===== src/rtl/pipe_hazard_ctrl.sv =====
// pipe_hazard_ctrl: in-order pipeline scoreboard. Tracks in-flight destination
// registers and produces operand forwarding selects and the decode stall.
// Optional feature: define PIPE_HAZARD_STAT_EN to add the 32-bit hazard_cnt
// output counting data-hazard stall cycles.
module pipe_hazard_ctrl #(
    parameter int STAGES  = 3,
    parameter int REG_AW  = 5,
    parameter int NUM_SRC = 2,
    localparam int SELW   = $clog2(STAGES + 1),
    localparam int RW     = ($clog2(STAGES) > 1) ? $clog2(STAGES) : 1
) (
    input  logic                      clk,
    input  logic                      rst,
    input  logic                      issue_valid,
    input  logic                      issue_wr,
    input  logic [REG_AW-1:0]         issue_rd,
    input  logic [RW-1:0]             issue_ready_at,
    input  logic [NUM_SRC*REG_AW-1:0] src_addr,
    input  logic [NUM_SRC-1:0]        src_used,
    input  logic                      flush_i,
    input  logic                      ext_stall,
    output logic                      stall_o,
    output logic                      issue_fire,
    output logic [NUM_SRC*SELW-1:0]   fwd_sel,
    output logic [STAGES-1:0]         stage_valid,
    output logic [STAGES*REG_AW-1:0]  stage_rd
`ifdef PIPE_HAZARD_STAT_EN
    ,
    output logic [31:0]               hazard_cnt
`endif
);

    logic              vld_q [STAGES];
    logic              wr_q  [STAGES];
    logic [REG_AW-1:0] rd_q  [STAGES];
    logic [RW-1:0]     rdy_q [STAGES];

    logic              vld_d [STAGES];
    logic              wr_d  [STAGES];
    logic [REG_AW-1:0] rd_d  [STAGES];
    logic [RW-1:0]     rdy_d [STAGES];

    logic              haz_any;
    logic              hit;
    logic [SELW-1:0]   hit_idx;
    logic [RW-1:0]     hit_rdy;
    logic [REG_AW-1:0] src;

    // Per-source match search: youngest matching entry decides forward vs. hazard
    always_comb begin
        haz_any = 1'b0;
        fwd_sel = '0;
        hit     = 1'b0;
        hit_idx = '0;
        hit_rdy = '0;
        src     = '0;
        for (int j = 0; j < NUM_SRC; j++) begin
            hit     = 1'b0;
            hit_idx = '0;
            hit_rdy = '0;
            src     = src_addr[j*REG_AW +: REG_AW];
            // Walk oldest to youngest so the youngest match overwrites older ones
            for (int i = STAGES - 1; i >= 0; i--) begin
                if (src_used[j] && (src != '0) && vld_q[i] && wr_q[i] && (rd_q[i] == src)) begin
                    hit     = 1'b1;
                    hit_idx = SELW'(i);
                    hit_rdy = rdy_q[i];
                end
            end
            if (hit) begin
                if (SELW'(hit_rdy) > hit_idx) begin
                    haz_any = 1'b1;
                end else begin
                    fwd_sel[j*SELW +: SELW] = hit_idx + SELW'(1);
                end
            end
        end
    end

    // Decode handshake; rst gating keeps issue off while reset is held
    always_comb begin
        stall_o    = (haz_any & issue_valid) | ext_stall;
        issue_fire = issue_valid & ~stall_o & ~flush_i & rst;
    end

    // Next-state of the in-flight shift register: advance unless frozen
    always_comb begin
        for (int i = 0; i < STAGES; i++) begin
            vld_d[i] = vld_q[i];
            wr_d[i]  = wr_q[i];
            rd_d[i]  = rd_q[i];
            rdy_d[i] = rdy_q[i];
        end
        if (!ext_stall) begin
            vld_d[0] = issue_fire;
            wr_d[0]  = issue_fire & issue_wr;
            rd_d[0]  = issue_fire ? issue_rd : '0;
            rdy_d[0] = issue_fire ? issue_ready_at : '0;
            for (int i = 1; i < STAGES; i++) begin
                vld_d[i] = vld_q[i-1];
                wr_d[i]  = wr_q[i-1];
                rd_d[i]  = rd_q[i-1];
                rdy_d[i] = rdy_q[i-1];
            end
        end
    end

    // In-flight entry registers, fully cleared by reset
    always_ff @(posedge clk or negedge rst) begin
        if (!rst) begin
            for (int i = 0; i < STAGES; i++) begin
                vld_q[i] <= 1'b0;
                wr_q[i]  <= 1'b0;
                rd_q[i]  <= '0;
                rdy_q[i] <= '0;
            end
        end else begin
            for (int i = 0; i < STAGES; i++) begin
                vld_q[i] <= vld_d[i];
                wr_q[i]  <= wr_d[i];
                rd_q[i]  <= rd_d[i];
                rdy_q[i] <= rdy_d[i];
            end
        end
    end

    // Flatten entry state onto the observation ports
    always_comb begin
        for (int i = 0; i < STAGES; i++) begin
            stage_valid[i]                = vld_q[i];
            stage_rd[i*REG_AW +: REG_AW]  = rd_q[i];
        end
    end

`ifdef PIPE_HAZARD_STAT_EN
    logic [31:0] hazard_cnt_q;
    logic [31:0] hazard_cnt_d;

    // Saturating count of cycles stalled by a data hazard alone
    always_comb begin
        hazard_cnt_d = hazard_cnt_q;
        if (haz_any && issue_valid && !ext_stall && (hazard_cnt_q != 32'hFFFF_FFFF)) begin
            hazard_cnt_d = hazard_cnt_q + 32'd1;
        end
    end

    // Hazard counter register
    always_ff @(posedge clk or negedge rst) begin
        if (!rst) begin
            hazard_cnt_q <= '0;
        end else begin
            hazard_cnt_q <= hazard_cnt_d;
        end
    end

    assign hazard_cnt = hazard_cnt_q;
`endif

endmodule


===== config.mk =====
export PLATFORM = sky130hd
export DESIGN_NAME = pipe_hazard_ctrl
export DESIGN_NICKNAME = d
export VERILOG_FILES = /design/src/rtl/pipe_hazard_ctrl.sv
export SDC_FILE = /design/constraint.sdc
export NUM_CORES = 1
export LEC_CHECK = 0
export BUFFER_PORTS_ARGS = -buffer_cell sky130_fd_sc_hd__buf_2
export CAP_MARGIN = 25
export CELL_PAD_IN_SITES_DETAIL_PLACEMENT = 1
export CELL_PAD_IN_SITES_GLOBAL_PLACEMENT = 2
export CORE_ASPECT_RATIO = 0.75
export CORE_UTILIZATION = 34
export DETAILED_ROUTE_END_ITERATION = 8
export PLACE_DENSITY_LB_ADDON = 0.1
export SYNTH_ARGS = -nofsm -noshare
export SYNTH_HDL_FRONTEND = slang
export SYNTH_SLANG_ARGS = --single-unit

===== constraint.sdc =====
create_clock -name clk -period 7.9 [get_ports clk]
set_input_delay 1.185 -clock clk [delete_from_list [all_inputs] [get_ports clk]]
set_output_delay 1.185 -clock clk [all_outputs]
set_load 0.03 [all_outputs]

==> results of run 1 <==
==> registers in the layout, summed over array words and instances (netlist names) <==
name         count
rdy_q            6
stage_rd        15
stage_valid      3
wr_q             3
==> cell type report <==
class | count | area share (%)
multi-input cells | 136 | 48.76
flip-flops and latches | 27 | 31.27
repair buffers | 48 | 11.12
well taps | 72 | 4.169
inverters | 15 | 2.606
clock buffers | 4 | 2.085
==> per-layer routing <==
layer	vias to the layer above	GRT usage, %
met4	0	4.375
met3	5	3.518
met2	28	33.04
li1	746	-
met5	-	0
met1	762	28.17
==> tightest hold or removal path, cell delays in order (launching register included) <==
cell and delay [ns]:
dfrtp_1 0.40, nand2_1 0.06, o21ai_0 0.06
==> how the worst max path moves through the flow <==
stage | slack [ns] | to | depth (start not counted)
after floorplan | 2.89 | issue_fire | 11
after global placement | 2.56 | stall_o | 11
after detailed placement | 2.44 | stall_o | 11
after CTS | 2.43 | stall_o | 11
after global routing | 2.14 | issue_fire | 12
final | 2.44 | stall_o | 11
==> placed cells by master (no fill, tap or decap) <==
cell type  synthesis  routed
nand2_1           18      18
a31oi_1            1       1
o21ai_0            3       3
a21oi_1            6       6
o311a_1            1       1
nand2b_1           2       2
nor4_1             3       3
o21ai_2            2       2
nor2_1             7       7
inv_1             15      15
xnor2_1           30      30
or4_1              5       5
a211o_1            1       1
nand3_1           10      10
buf_2              0      48
o41ai_2            8       8
nor2b_1            1       1
clkbuf_8           0       3
a31o_2             1       1
mux2i_1            3       3
o31a_1             2       2
clkbuf_1           1       1
o31ai_1            1       1
nand4_1            4       4
ha_1               4       4
mux2_2            16      16
dfrtp_1           27      27
nor3_1             7       7
==> stage by stage <==
| stage | setup WS (ns) | instances | power (W) | util (%) |
|---|---|---|---|---|
| floorplan | 2.890 | 183 | 0.0001921 | - |
| global placement | 2.555 | 298 | 0.0002168 | 42.23 |
| global route | 2.139 | 302 | 0.0003125 | 43.13 |
| CTS | 2.434 | 302 | 0.0003005 | 43.13 |
| detailed placement | 2.439 | 298 | 0.0002187 | 42.23 |
| finish | 2.444 | 302 | 0.0002959 | 43.13 |
==> cell usage after synthesis (all sizes together) <==
| library cell | count |
|---|---|
| mux2i | 3 |
| buf | 4 |
| a211o | 1 |
| nand2 | 18 |
| ha | 4 |
| o31a | 2 |
| nor2b | 1 |
| nand3 | 10 |
| o311a | 1 |
| a21oi | 6 |
| o21ai | 5 |
| o31ai | 1 |
| a31oi | 1 |
| dfrtp | 27 |
| clkbuf | 1 |
| o41ai | 8 |
| nor3 | 7 |
| nand4 | 4 |
| nor4 | 3 |
| nand2b | 2 |
| nor2 | 7 |
| inv | 15 |
| a31o | 1 |
| mux2 | 16 |
| xnor2 | 30 |
| or4 | 5 |
==> power breakdown <==
group,internal [W],switching (W),leakage (nW),total (W)
Sequential,0.000145,0.0000108,0.370,0.000156
Clock,0.0000363,0.0000446,0.0228,0.0000808
Combinational,0.0000249,0.0000346,0.627,0.0000595
Total,0.000206,0.0000899,1.02,0.000296
==> cell families (layout without fill, tap and decap cells) <==
| group | count (synthesis) | in the layout | share of synthesized area, % |
|---|---|---|---|
| muxes | 19 | 19 | 11.58 |
| AOI/OAI and AO/OA | 26 | 26 | 13.85 |
| DFF | 27 | 27 | 37.22 |
| and+or+nand+nor | 57 | 57 | 15.37 |
| xor gates and xnor gates | 30 | 30 | 14.47 |
| adders and majority gates | 4 | 4 | 2.757 |
| buffers and inverters | 20 | 67 | 4.755 |
==> results.json, run 1 <==
{
  "status": "complete, no violations",
  "clock_skew_ns": 0.003894,
  "setup_violations": 0,
  "firstDrtPassIters": 4,
  "grt_pass1_wl_um": 8618,
  "seqCellArea_sq_um": 675.6,
  "highest_layer": "met4",
  "power.density_mw_per_mm2": 137.0,
  "critPathBufInv": 2,
  "maxCapViolations": 0,
  "wl_met1_um": 2578,
  "clk_latency_ns": 0.28,
  "drt_first_iter_violations": 61,
  "fp-row-count": 22,
  "path_class": "input pin to output port",
  "cts_hold_buf": 0,
  "hold_viol": 0,
  "n_antenna_cell": 0,
  "ys_types": 29,
  "arrival_ns": 4.27,
  "cp-startpoint": "src_addr[1]",
  "synth_area_sq_mm": 0.001815,
  "drc_errors": 0,
  "path_clk_slew_ns": 0.09,
  "wire_per_inst_um": 17.11,
  "setup_tns_ns": 0,
  "grt_overflow": 0,
  "wl_met3_um": 152,
  "relSlewSlack_pct": 41.65,
  "fin_crit_sh_pct": 69.07,
  "synth_top_area_share_pct": 37.22,
  "critPathMaxStageDelay_ns": 0.61,
  "hold_path_class": "flop to flop",
  "final_area_sq_mm": 0.002161,
  "fill_cells": 633,
  "cp.required_ns": 6.71,
  "routed_wl_um": 5168,
  "ys_ff_latch": 27,
  "cts_tree": "built",
  "die_area_sq_mm": 0.005639,
  "dpl.hpwl_um": 4112,
  "post_cts_buffers": 0,
  "grt_start_max_net_pins": 32,
  "min_delay_path_depth": 2,
  "portBuffers": 48,
  "core_area_sq_mm": 0.005010,
  "hp-start": "rdy_q[1]",
  "cts-resized-gates": 0,
  "dr_wl_met2_um": 2395,
  "place_area_sq_mm": 0.002116,
  "viasPerCell": 5.103,
  "synth.area.top_cells": "dfrtp_1, xnor2_1, mux2_2",
  "avgSynthCellArea_sq_um": 9.921,
  "startpoint_type": "input pin",
  "yosys.area.top_type": "dfrtp_1",
  "worst_slew_pin_slew_ns": 0.8685,
  "grt_usage_pct": 20.27,
  "gp_congestion": 0.8397,
  "hold_end": "rdy_q[1]",
  "antenna_found_initial": 0,
  "die_w_um": 86.38,
  "vdd_ir_drop_max_mv": 0.07350,
  "grt_pass1_vias": 1653,
  "cts_buffer_depth": 2,
  "rsz0062_at_grt": "no",
  "regToRegStartpoint": "stage_rd[9]",
  "ys_seq_area_share_pct": 37.22,
  "initial_core_util_pct": 36.24,
  "postRouteAntennaNets": 0,
  "period_needed_ns": 5.456,
  "io_pins": 49,
  "slew_violations": 0,
  "die_h_um": 65.29,
  "multi_input_area_sq_mm": 0.001054,
  "synth_nets": 212,
  "cts_buffers": 3,
  "crit_path_end_kind": "output port",
  "r2r_end": "stage_valid[0]",
  "area_growth_pct": 19.02,
  "leakage_nw": 1.020,
  "cts-htree-levels": 1,
  "slowest_stage": "o31a_1",
  "cts_sinks": 27,
  "max_freq_mhz": 183.3,
  "r2r_cells": 10,
  "yosys_warnings": 0,
  "cts_root_buf": "clkbuf_8",
  "nets": 260,
  "synthCells": 183,
  "hold_slack_ns": 0.5555,
  "critPathMaxFanout": 11,
  "num_vias": 1541,
  "drive_gt1_share_pct": 33.91,
  "cp_top_family": "compound AO/OA/AOI/OAI gates",
  "cp_cell_sequence": "buf_2 -> or4_1 -> o21ai_2 -> or4_1 -> nand3_1 -> a31o_2 -> ha_1 -> a21oi_1 -> o31a_1 -> a211o_1 -> buf_2",
  "r2r_setup_slack_ns": 4.53
}
Power figures use the tool's default switching activity.
==> inputs of run 2 (changes only) <==
--- a/config.mk
+++ b/config.mk
@@ -10,7 +10,7 @@
 export CELL_PAD_IN_SITES_DETAIL_PLACEMENT = 1
 export CELL_PAD_IN_SITES_GLOBAL_PLACEMENT = 2
 export CORE_ASPECT_RATIO = 0.75
-export CORE_UTILIZATION = 34
+export CORE_UTILIZATION = 29
 export DETAILED_ROUTE_END_ITERATION = 8
 export PLACE_DENSITY_LB_ADDON = 0.1
 export SYNTH_ARGS = -nofsm -noshare
==> constraint.sdc (replaced) <==
create_clock -name clk -period 4.8 [get_ports clk]
set_input_delay 0.72 -clock clk [delete_from_list [all_inputs] [get_ports clk]]
set_output_delay 0.72 -clock clk [all_outputs]
set_load 0.03 [all_outputs]
==> run 2 against run 1 <==
Effect of this change: clock skew shrank 0.0020 ns; non-clock buffer count grew 2; via count grew 0.52%; flip-flop and latch count is the same; sequential share of layout area shrank 0.32 points; final cell count grew 2.6%; sequential power grew 64%; critical path depth is the same; critical endpoint unchanged.
==> results.json, run 2 (synthesized netlist as in run 1, its figures left out) <==
{
  "max_freq_mhz": 235.3,
  "grt_pass1_wl_um": 8887,
  "nets": 262,
  "drt_first_iter_violations": 68,
  "gp_congestion": 0.8085,
  "cts-htree-levels": 1,
  "critPathMaxFanout": 5,
  "routed_wl_um": 5327,
  "grtUsageMet3_pct": 3.159,
  "initial_core_util_pct": 30.69,
  "met1_usage_pct": 24.83,
  "vdd_ir_drop_max_mv": 0.08796,
  "cp_top_family": "compound AO/OA/AOI/OAI gates",
  "clock_skew_ns": 0.001900,
  "maxCapViolations": 0,
  "wire_per_inst_um": 17.18,
  "path_class": "input pin to output port",
  "r2r_setup_slack_ns": 1.59,
  "r2r_end": "stage_valid[0]",
  "period_needed_ns": 4.250,
  "clk_latency_ns": 0.27,
  "r2r_cells": 11,
  "multi_input_area_sq_mm": 0.001054,
  "hold_viol": 0,
  "cts_hold_buf": 0,
  "die_h_um": 70.52,
  "viasPerCell": 4.997,
  "postRouteAntennaNets": 0,
  "drc_errors": 0,
  "grt_usage_pct": 17.44,
  "seqPwrFrac_pct": 52.4,
  "critPathBufInv": 2,
  "arrival_ns": 3.53,
  "p_clk_share_pct": 27.3,
  "firstDrtPassIters": 4,
  "setup_violations": 0,
  "drive_gt1_share_pct": 34.48,
  "critPathMaxStageDelay_ns": 0.53,
  "worst_slew_pin_slew_ns": 0.8764,
  "hold_slack_ns": 0.4711,
  "hold_path_class": "input pin to asynchronous set/reset pin",
  "fin_cells": 310,
  "largest_reg_flops": 15,
  "switching_share_pct": 30.58,
  "busiest_layer": "met2",
  "fin_crit_sh_pct": 88.55,
  "p_int_w": 0.0003390,
  "setup_tns_ns": 0,
  "grt_overflow": 0,
  "cts-resized-gates": 0,
  "io_pins": 49,
  "antenna_found_initial": 0,
  "status": "complete, no violations",
  "seqCellArea_sq_um": 675.6,
  "final_cell_mix": "buf_2, xnor2_1, dfrtp_1",
  "relSlewSlack_pct": 41.12,
  "grt_pass1_vias": 1710,
  "dpl.hpwl_um": 4160,
  "regToRegStartpoint": "stage_rd[9]",
  "rsz0062_at_grt": "no",
  "cts_buffers": 3,
  "p_sw_w": 0.0001493,
  "leakage_nw": 1.031,
  "fill_cells": 709,
  "startpoint_type": "input pin",
  "die_area_sq_mm": 0.006584,
  "final_common_cell": "buf_2",
  "cp_cell_sequence": "buf_2 -> or4_1 -> o21ai_2 -> or4_1 -> nand3_1 -> a31o_2 -> ha_1 -> a21oi_1 -> o31a_1 -> a211o_1 -> buf_2",
  "grt.met2_usage_pct": 28.35,
  "grt_start_max_net_pins": 32,
  "combPwrFrac_pct": 20.3,
  "fp-row-count": 24,
  "cp.required_ns": 4.08,
  "post_cts_buffers": 0,
  "crit_path_end_kind": "output port",
  "dp_cells": 306,
  "core_area_sq_mm": 0.005916,
  "cts_buffer_depth": 2,
  "cts_tree": "built",
  "power.density_mw_per_mm2": 223.6,
  "num_vias": 1549,
  "slew_violations": 0,
  "cts_root_buf": "clkbuf_8",
  "portBuffers": 48,
  "die_w_um": 93.36,
  "path_clk_slew_ns": 0.10,
  "n_antenna_cell": 0,
  "cts_sinks": 27,
  "area_growth_pct": 20.26,
  "slowest_stage": "or4_1"
}
-- run 2: final cells by class --
| cell class | count | share of cell area [%] |
|---|---|---|
| flip-flops and latches | 27 | 30.95 |
| inverters | 15 | 2.579 |
| well taps | 78 | 4.470 |
| repair buffers | 50 | 11.69 |
| multi-input cells | 136 | 48.25 |
| clock buffers | 4 | 2.063 |
-- run 2: through the flow --
step           total power, W  utilization [%]  area [sq um]  setup WS (ns)
4_1_cts             0.0004978            36.91          2183         0.5506
2_1_floorplan       0.0003162                -          1815         0.7203
3_3_place_gp        0.0003573            36.15          2138         0.6616
6_report            0.0004883            36.91          2183         0.5498
5_1_grt             0.0005158            36.91          2183         0.3353
3_5_place_dp        0.0003609            36.15          2138         0.5691
-- run 2: power by group through the flow --
| stage | Sequential [W] | Clock (W) | Combinational (W) |
|---|---|---|---|
| floorplan | 0.000270 | 0 | 0.0000461 |
| CTS | 0.000256 | 0.000141 | 0.000101 |
| detailed placement | 0.000261 | 0 | 0.000100 |
| global placement | 0.000260 | 0 | 0.0000971 |
| global route | 0.000258 | 0.000150 | 0.000108 |
| finish | 0.000256 | 0.000133 | 0.0000991 |
-- run 2: how the worst max path moves through the flow --
| stage | start | to | slack, ns | cells after the start |
|---|---|---|---|---|
| 2_1_floorplan | src_addr[8] | issue_fire | 0.72 | 11 |
| 3_3_place_gp | src_addr[2] | stall_o | 0.66 | 11 |
| 3_5_place_dp | src_addr[2] | stall_o | 0.57 | 11 |
| 4_1_cts | src_addr[2] | stall_o | 0.55 | 11 |
| 5_1_grt | src_addr[2] | stall_o | 0.34 | 13 |
| 6_report | src_addr[2] | stall_o | 0.55 | 11 |
-- run 2: layer usage --
layer	share of wire (%)	vias up
met4	0.36	0
li1	-	746
met5	0	-
met2	46	33
met3	3.6	2
met1	50	768
